===== src/rtl/adf4159_pkg.sv =====
// Shared definitions for the ADF4159 SPI loopback receiver:
// register indices, decoded field positions and the receive FSM states.
package adf4159_pkg;

  // Control-field values (word[2:0]) selecting each register
  localparam logic [2:0] ADF_R0 = 3'd0;
  localparam logic [2:0] ADF_R1 = 3'd1;
  localparam logic [2:0] ADF_R2 = 3'd2;
  localparam logic [2:0] ADF_R3 = 3'd3;
  localparam logic [2:0] ADF_R4 = 3'd4;
  localparam logic [2:0] ADF_R5 = 3'd5;
  localparam logic [2:0] ADF_R6 = 3'd6;
  localparam logic [2:0] ADF_R7 = 3'd7;

  // Field positions inside the 32-bit register words
  localparam int INT_LSB       = 15;  // R0
  localparam int INT_MSB       = 26;
  localparam int FRAC_MSB_LSB  = 3;   // R0: upper 12 FRAC bits
  localparam int FRAC_MSB_MSB  = 14;
  localparam int FRAC_LSB_LSB  = 15;  // R1: lower 13 FRAC bits
  localparam int FRAC_LSB_MSB  = 27;
  localparam int RDIV_LSB      = 15;  // R2
  localparam int RDIV_MSB      = 19;
  localparam int REF_DBL       = 20;  // R2
  localparam int PRESCALER     = 22;  // R2

  // Receive FSM
  typedef enum logic [1:0] {
    ST_IDLE  = 2'd0,
    ST_SHIFT = 2'd1,
    ST_LATCH = 2'd2
  } rx_state_t;

endpackage


===== src/rtl/adf4159_rx_sync.sv =====
// Parameterized-depth synchronizer for one asynchronous SPI line, with an
// extra flop behind it so rising/falling edges can be flagged as pulses.
module adf4159_rx_sync #(
  parameter int STAGES = 2
) (
  input  logic clk,
  input  logic rst,
  input  logic din,
  output logic sync,
  output logic rise,
  output logic fall
);

  logic [STAGES-1:0] chain;
  logic              prev;

  // Shift the raw input through the synchronizer and keep the previous value
  always_ff @(posedge clk or negedge rst) begin
    if (!rst) begin
      chain <= '0;
      prev  <= 1'b0;
    end else begin
      chain <= {chain[STAGES-2:0], din};
      prev  <= chain[STAGES-1];
    end
  end

  assign sync = chain[STAGES-1];
  assign rise = sync & ~prev;
  assign fall = ~sync & prev;

endmodule


===== src/rtl/adf4159_spi_rx.sv =====
// ADF4159 three-wire SPI loopback receiver: oversamples the bus, assembles
// MSB-first 32-bit words, and keeps the decoded INT/FRAC/R-divider fields.
// Optional feature macro: ADF4159_RX_SHADOW_EN builds an 8x32 shadow bank
// readable through rd_addr/rd_data; without it rd_data is tied to 0.
module adf4159_spi_rx
  import adf4159_pkg::*;
#(
  parameter int SYNC_STAGES = 2
) (
  input  logic        clk,
  input  logic        rst,
  input  logic        spi_clk,
  input  logic        spi_data,
  input  logic        spi_le,
  output logic        word_valid,
  output logic [31:0] word,
  output logic [2:0]  reg_addr,
  output logic [11:0] ints,
  output logic [24:0] fracs,
  output logic        ref_doubled,
  output logic [4:0]  r_counter,
  output logic        prescaler,
  output logic        frame_err,
  output logic        cfg_done,
  input  logic [2:0]  rd_addr,
  output logic [31:0] rd_data
);

  // Bit order of the synchronized bundle: 0 = spi_clk, 1 = spi_data, 2 = spi_le
  logic [2:0] raw_in;
  logic [2:0] sync_v;
  logic [2:0] rise_v;
  logic [2:0] fall_v;

  assign raw_in = {spi_le, spi_data, spi_clk};

  genvar gi;
  generate
    for (gi = 0; gi < 3; gi++) begin : g_sync
      adf4159_rx_sync #(.STAGES(SYNC_STAGES)) u_sync (
        .clk  (clk),
        .rst  (rst),
        .din  (raw_in[gi]),
        .sync (sync_v[gi]),
        .rise (rise_v[gi]),
        .fall (fall_v[gi])
      );
    end
  endgenerate

  logic sck_rise, sdi, le_rise, le_fall;
  assign sck_rise = rise_v[0];
  assign sdi      = sync_v[1];
  assign le_rise  = rise_v[2];
  assign le_fall  = fall_v[2];

  rx_state_t   state, state_next;
  logic [5:0]  bit_cnt, cnt_next;
  logic [31:0] sr, sr_next;
  logic        err_next;

  // Next-state logic; a clock edge in the same sample as LE rising is counted first
  always_comb begin
    state_next = state;
    cnt_next   = bit_cnt;
    sr_next    = sr;
    err_next   = 1'b0;
    case (state)
      ST_IDLE: begin
        if (le_fall) begin
          cnt_next   = 6'd0;
          sr_next    = 32'd0;
          state_next = ST_SHIFT;
        end
      end
      ST_SHIFT: begin
        if (sck_rise) begin
          sr_next = {sr[30:0], sdi};
          if (bit_cnt != 6'd63) cnt_next = bit_cnt + 6'd1;
        end
        if (le_rise) begin
          if (cnt_next == 6'd32) begin
            state_next = ST_LATCH;
          end else begin
            err_next   = 1'b1;
            state_next = ST_IDLE;
          end
        end
      end
      ST_LATCH: state_next = ST_IDLE;
      default:  state_next = ST_IDLE;
    endcase
  end

  // FSM state, bit counter, shift register and error pulse
  always_ff @(posedge clk or negedge rst) begin
    if (!rst) begin
      state     <= ST_IDLE;
      bit_cnt   <= 6'd0;
      sr        <= 32'd0;
      frame_err <= 1'b0;
    end else begin
      state     <= state_next;
      bit_cnt   <= cnt_next;
      sr        <= sr_next;
      frame_err <= err_next;
    end
  end

  // Publish the accepted word and update the fields its index owns
  always_ff @(posedge clk or negedge rst) begin
    if (!rst) begin
      word_valid  <= 1'b0;
      cfg_done    <= 1'b0;
      word        <= 32'd0;
      reg_addr    <= 3'd0;
      ints        <= 12'd0;
      fracs       <= 25'd0;
      ref_doubled <= 1'b0;
      r_counter   <= 5'd0;
      prescaler   <= 1'b0;
    end else begin
      word_valid <= (state == ST_LATCH);
      cfg_done   <= (state == ST_LATCH) && (sr[2:0] == ADF_R0);
      if (state == ST_LATCH) begin
        word     <= sr;
        reg_addr <= sr[2:0];
        case (sr[2:0])
          ADF_R0: begin
            ints         <= sr[INT_MSB:INT_LSB];
            fracs[24:13] <= sr[FRAC_MSB_MSB:FRAC_MSB_LSB];
          end
          ADF_R1: fracs[12:0] <= sr[FRAC_LSB_MSB:FRAC_LSB_LSB];
          ADF_R2: begin
            ref_doubled <= sr[REF_DBL];
            r_counter   <= sr[RDIV_MSB:RDIV_LSB];
            prescaler   <= sr[PRESCALER];
          end
          ADF_R3, ADF_R4, ADF_R5, ADF_R6, ADF_R7: ;
        endcase
      end
    end
  end

`ifdef ADF4159_RX_SHADOW_EN
  logic [31:0] shadow [8];

  // Shadow bank: last accepted word per control index
  always_ff @(posedge clk or negedge rst) begin
    if (!rst) begin
      for (int i = 0; i < 8; i++) shadow[i] <= 32'd0;
    end else if (state == ST_LATCH) begin
      for (int i = 0; i < 8; i++) begin
        if (sr[2:0] == 3'(i)) shadow[i] <= sr;
      end
    end
  end

  // Registered readback of the shadow bank
  always_ff @(posedge clk or negedge rst) begin
    if (!rst) rd_data <= 32'd0;
    else      rd_data <= shadow[rd_addr];
  end

  logic unused_bits;
  assign unused_bits = ^{rise_v[1], fall_v[1], fall_v[0]};
`else
  assign rd_data = 32'd0;

  logic unused_bits;
  assign unused_bits = ^{rise_v[1], fall_v[1], fall_v[0], rd_addr};
`endif

endmodule

===== config.mk =====
export PLATFORM = sky130hd
export DESIGN_NAME = adf4159_spi_rx
export DESIGN_NICKNAME = d
export VERILOG_FILES = /design/src/rtl/adf4159_pkg.sv /design/src/rtl/adf4159_rx_sync.sv /design/src/rtl/adf4159_spi_rx.sv
export SDC_FILE = /design/constraint.sdc
export NUM_CORES = 1
export LEC_CHECK = 0
export CAP_MARGIN = 20
export CORE_ASPECT_RATIO = 1.25
export CORE_MARGIN = 3
export CORE_UTILIZATION = 35
export CTS_BUF_LIST = sky130_fd_sc_hd__clkbuf_8
export DETAILED_ROUTE_END_ITERATION = 12
export HOLD_SLACK_MARGIN = 0.12
export PLACE_DENSITY_LB_ADDON = 0.12
export SYNTH_ARGS = -nofsm -noshare
export SYNTH_HDL_FRONTEND = slang
export SYNTH_HIERARCHICAL = 1
export SYNTH_SLANG_ARGS = --single-unit

===== constraint.sdc =====
create_clock -name clk -period 4.9 [get_ports clk]
set_clock_uncertainty 0.2 [all_clocks]
set_input_delay 1.225 -clock clk [delete_from_list [all_inputs] [get_ports clk]]
set_output_delay 1.225 -clock clk [all_outputs]
set_load 0.02 [all_outputs]

# Word level (Yosys, flattened, before mapping)

Cells that the tools add are included.

$add $sub $neg: 1
Equality and inequality tests: 9
Mux-type cells: 15
Bitwise gates (word level): 6
Reductions and logical operators: 10

Operators by type and width:

| operator                                       | count |
|---|---|
| 2-to-1 mux 32 bit                              | 2 |
| case mux 32 bit (2 select lines)               | 1 |
| 2-to-1 mux 6 bit                               | 4 |
| case mux 6 bit (2 select lines)                | 1 |
| AND reduction 2 bit                            | 5 |
| adder 6 x 1 -> 6 bit (second input constant)   | 1 |
| == test 6 bit (second input constant)          | 1 |
| 2-to-1 mux 2 bit                               | 3 |
| != test 2 x 1 -> 1 bit (second input constant) | 3 |
| != test 6 bit (second input constant)          | 1 |
| case mux 2 bit (2 select lines)                | 1 |
| bitwise AND 1 bit                              | 3 |
| == test 3 x 1 -> 1 bit (second input constant) | 1 |
| == test 3 x 2 -> 1 bit (second input constant) | 1 |
| logical NOT 3 bit                              | 1 |
| 2-to-1 mux 1 bit                               | 3 |
| inverter 1 bit                                 | 3 |
| AND reduction 3 bit                            | 1 |
| == test 2 x 1 -> 1 bit (second input constant) | 1 |
| == test 2 bit (second input constant)          | 1 |
| logical NOT 2 bit                              | 1 |
| nonzero test 2 bit                             | 1 |
| logical AND 1 bit                              | 1 |

Register bits after elaboration: 130
Output and inout bits: 114
Word-level logic and storage cells: 60

# Depth between registers and ports, before layout

Depth after elaboration: 8
Mapped depth: 8

# By module

Netlist, hierarchy kept.

Modules (own cells, without submodules):

| module          | times used | cells each | area an instance (um2) |
|---|---|---|---|
| adf4159_spi_rx  | 1          | 408        | 4992.3 |
| adf4159_rx_sync | 3          | 5          | 90.1 |

# Worst setup path before layout

Ideal clock, no wire load.

Path kind: reg-to-output
Start: reg word[0]
End: out word[0]
Arrival: 0.623 ns
Required time: 3.475 ns
Slack: 2.852 ns
Cell stages (with the launch flop): 2
Buffers on the path: 1
Cell sequence: dfrtp_1 buf_4

RTL lines:

| what                   | RTL line              | RTL |
|---|---|---|
| from (decl)            | adf4159_spi_rx.sv:16  | `output logic [31:0] word,` |
| from (signal assigned) | adf4159_spi_rx.sv:126 | `word <= sr;` |

No word-level cell between the ends.

# Worst setup path in the final report

Start: reg state[0]
End: reg fracs[13]

Cells in the longest elaborated chain, start to end: 2

RTL lines:

| what                                 | RTL line              | RTL |
|---|---|---|
| from (decl)                          | adf4159_spi_rx.sv:57  | `rx_state_t state, state_next;` |
| from (signal assigned)               | adf4159_spi_rx.sv:103 | `state <= state_next;` |
| == test 2 bit                        | adf4159_spi_rx.sv:125 | `if (state == ST_LATCH) begin` |
| AND reduction 2 bit (no source line) | -                     |  |
| to (signal assigned)                 | adf4159_spi_rx.sv:131 | `fracs[24:13] <= sr[FRAC_MSB_MSB:FRAC_MSB_LSB];` |
| to (decl)                            | adf4159_spi_rx.sv:19  | `output logic [24:0] fracs,` |

No other way between the ends.
A chain may end at the register's enable or synchronous reset.

==> metrics list <==
* Maximum level of the CTS H-tree: 4
- Post-route setup TNS: 0 ns
- Slew headroom: 0.319
* Layout cells sized above 1: 0.232
- Counting every instance in the synthesized netlist gives 419.
* Count of hold-fix buffers inserted at cts: 0
- Via count of the routed design: about 3,300
- STA classifies the critical path startpoint as a flop.
- During I/O placement, the number of pins put on the boundary was between 100 and 150.
- Type of the worst min-delay path: flop to flop
* Yosys warning count: 6
- Antenna diode count: 0
- Clock Path Buffers: 2
- Antenna violations before repair: 0
* Starting Density: 0.360
- The number of clock buffers added by TritonCTS is 17.
* Endpoints failing hold: 0
* Routed length per instance: between 10 and 15 µm
- GRT overflow: 0
- The floorplan step set the die height to approximately 140 µm.
* Reg clk slew, reported paths: about 0.070 ns
- Final period utilization: 0.611
- Number of detailed-route iterations in the first pass: 5
- Peak Freq: 334 MHz
* Status: finished, final reports clean
- Subtracting the final worst setup slack from the clock period gives between 2 and 3 ns.
- Average cell area after synthesis: ~12 µm²
- Num rows: ~50
* Global-route usage over all layers: 0.132
- Clock tree from TritonCTS: yes
- First-pass GRT wire length: 16,900 µm
- Core region area: 14,500 µm²
* Critical Setup Path Class: flop to flop
- Total number of nets in the final design: just over 500
- In this run the horizontal extent of the chip is between 100 and 150 µm.
- Arrival time reported for the critical path endpoint: around 3.1 ns
- Input and output buffers added on the ports amount to 86.
- Transition time at the pin with the least slew margin: approximately 1 ns
- Resize count post-CTS: 0
- DRC violations left: 0
* Buffer type at the clock tree root: sky130_fd_sc_hd__clkbuf_8
- Post-synthesis cell area: approximately 5200 µm²
* Violation count after the first detailed-routing iteration: 151
- Source-to-sink clock delay at the later pin of the worst-skew pair: between 0.4 and 0.5 ns
- Summing all non-filler instances in the final layout gives an area of between 6000 and 7000 µm².
- Static Leakage: between 3 and 4 nW
* Max Transition Viols Final: 0
* Routed WL: 10,300 µm
* Clk sinks: 127
* Number of global-route vias before repair: around 3,300
- Entering global routing, the biggest net connects 87 pins.
- DP Area: a little over 6000 µm²
- Number of nets with antenna violations after routing: 0
- Die area: between 15,000 and 20,000 µm²
- Relative to the synthesized area, the layout overhead comes to 24.7%.
- Number of max-capacitance violations reported: 0
- Setup repair after global routing left no endpoint under its margin.
- Post-CTS Setup Inserts: 0
* Peak fanout along the critical path: 36
* Total of endpoints with negative setup slack in the final report: 0
- VDD sags by at most 0.137 mV.
- For the worst setup path, the data required time is approximately 5 ns.
- Using the TritonRoute via totals, the vias-per-cell ratio works out to 4.70.
- Dpl hpwl: about 6600 µm
* Pwr per Cell Area: ~330 nW/µm²
- The worst setup path is captured at a flop.
- Final RePlAce weighted congestion: approximately 0.70
==> per-layer routing <==
layer  up-vias  share of wire  global-route usage
met4         0          0.011              0.0482
li1       1519              -                   -
met3         7          0.047              0.0379
met5         -              0                   0
met2        98           0.50               0.210
met1      1628           0.45               0.170
==> placed cells by master (no fill, tap or decap), types with 2 or more instances in the layout <==
cell,count
sky130_fd_sc_hd__dfrtp_1,127
sky130_fd_sc_hd__clkdlybuf4s50_1,85
sky130_fd_sc_hd__mux2_2,76
sky130_fd_sc_hd__nand2_1,70
sky130_fd_sc_hd__nand3_1,35
sky130_fd_sc_hd__conb_1,32
sky130_fd_sc_hd__clkbuf_8,23
sky130_fd_sc_hd__a21oi_1,7
sky130_fd_sc_hd__inv_1,6
sky130_fd_sc_hd__and3_1,5
sky130_fd_sc_hd__buf_4,5
sky130_fd_sc_hd__nor2b_1,3
sky130_fd_sc_hd__nor2_1,3
sky130_fd_sc_hd__o21ai_0,3
sky130_fd_sc_hd__a211o_1,2
sky130_fd_sc_hd__o22ai_1,2
sky130_fd_sc_hd__mux2i_1,2
sky130_fd_sc_hd__nor3_1,2
sky130_fd_sc_hd__clkinv_2,2
sky130_fd_sc_hd__bufinv_16,2
==> sequential cells by signal, summed over array words and instances (netlist names) <==
signal / cells
sr: 32
word: 32
fracs: 25
ints: 12
bit_cnt: 6
g_sync.u_sync/chain: 6
r_counter: 5
g_sync.u_sync/prev: 2
state: 2
cfg_done: 1
frame_err: 1
prescaler: 1
ref_doubled: 1
word_valid: 1
==> area by class of cell <==
| type | instances | area, µm² |
|---|---|---|
| timing repair buffer | 91 | 916 |
| sequential | 127 | 3180 |
| inverter | 4 | 15.0 |
| fill | 1340 | 7970 |
| clock buffer | 23 | 317 |
| tap | 178 | 223 |
| clock inverter | 7 | 85.1 |
| multi-input combinational | 262 | 1770 |
==> where the power goes <==
group / internal (mW) / total, mW / switching (mW)
clock: 0.523 / 0.903 / 0.380
sequential: 1.07 / 1.10 / 0.0322
combinational: 0.0374 / 0.147 / 0.109
total: 1.63 / 2.15 / 0.521
==> path summary, 6_finish.rpt <==
| path | start | end | slack (ns) | depth (start not counted) |
|---|---|---|---|---|
| min reg2reg | g_sync[0].u_sync/chain[0] | g_sync[0].u_sync/chain[1] | 0.15 | 0 |
| max in group asynchronous | rst | ints[9] | 3.09 | 3 |
| min | g_sync[0].u_sync/chain[0] | g_sync[0].u_sync/chain[1] | 0.15 | 0 |
| max reg2reg | state[0] | fracs[13] | 1.91 | 4 |
| min in group asynchronous | rst | bit_cnt[2] | 0.45 | 1 |
| max | state[0] | fracs[13] | 1.91 | 4 |
==> metrics by stage <==
stage / utilization / cells / setup slack (ns) / hold WS, ns / total power [mW]
5_1_grt: 0.449 / 692 / 1.65 / 0.164 / 2.25
2_1_floorplan: - / 450 / 2.85 / 0.131 / 1.23
4_1_cts: 0.448 / 691 / 1.81 / 0.152 / 2.18
3_5_place_dp: 0.420 / 661 / 1.81 / 0.137 / 1.27
3_3_place_gp: 0.420 / 661 / 1.82 / 0.134 / 1.26
6_report: 0.449 / 692 / 1.91 / 0.150 / 2.15
==> worst max-delay path: stages, from the launching register on <==
cell and delay [ns]:
sky130_fd_sc_hd__dfrtp_1 0.43, sky130_fd_sc_hd__nand2b_2 0.70, sky130_fd_sc_hd__nor4_4 0.78, sky130_fd_sc_hd__buf_4 0.39, sky130_fd_sc_hd__mux2_2 0.37
Power figures use the tool's default switching activity.
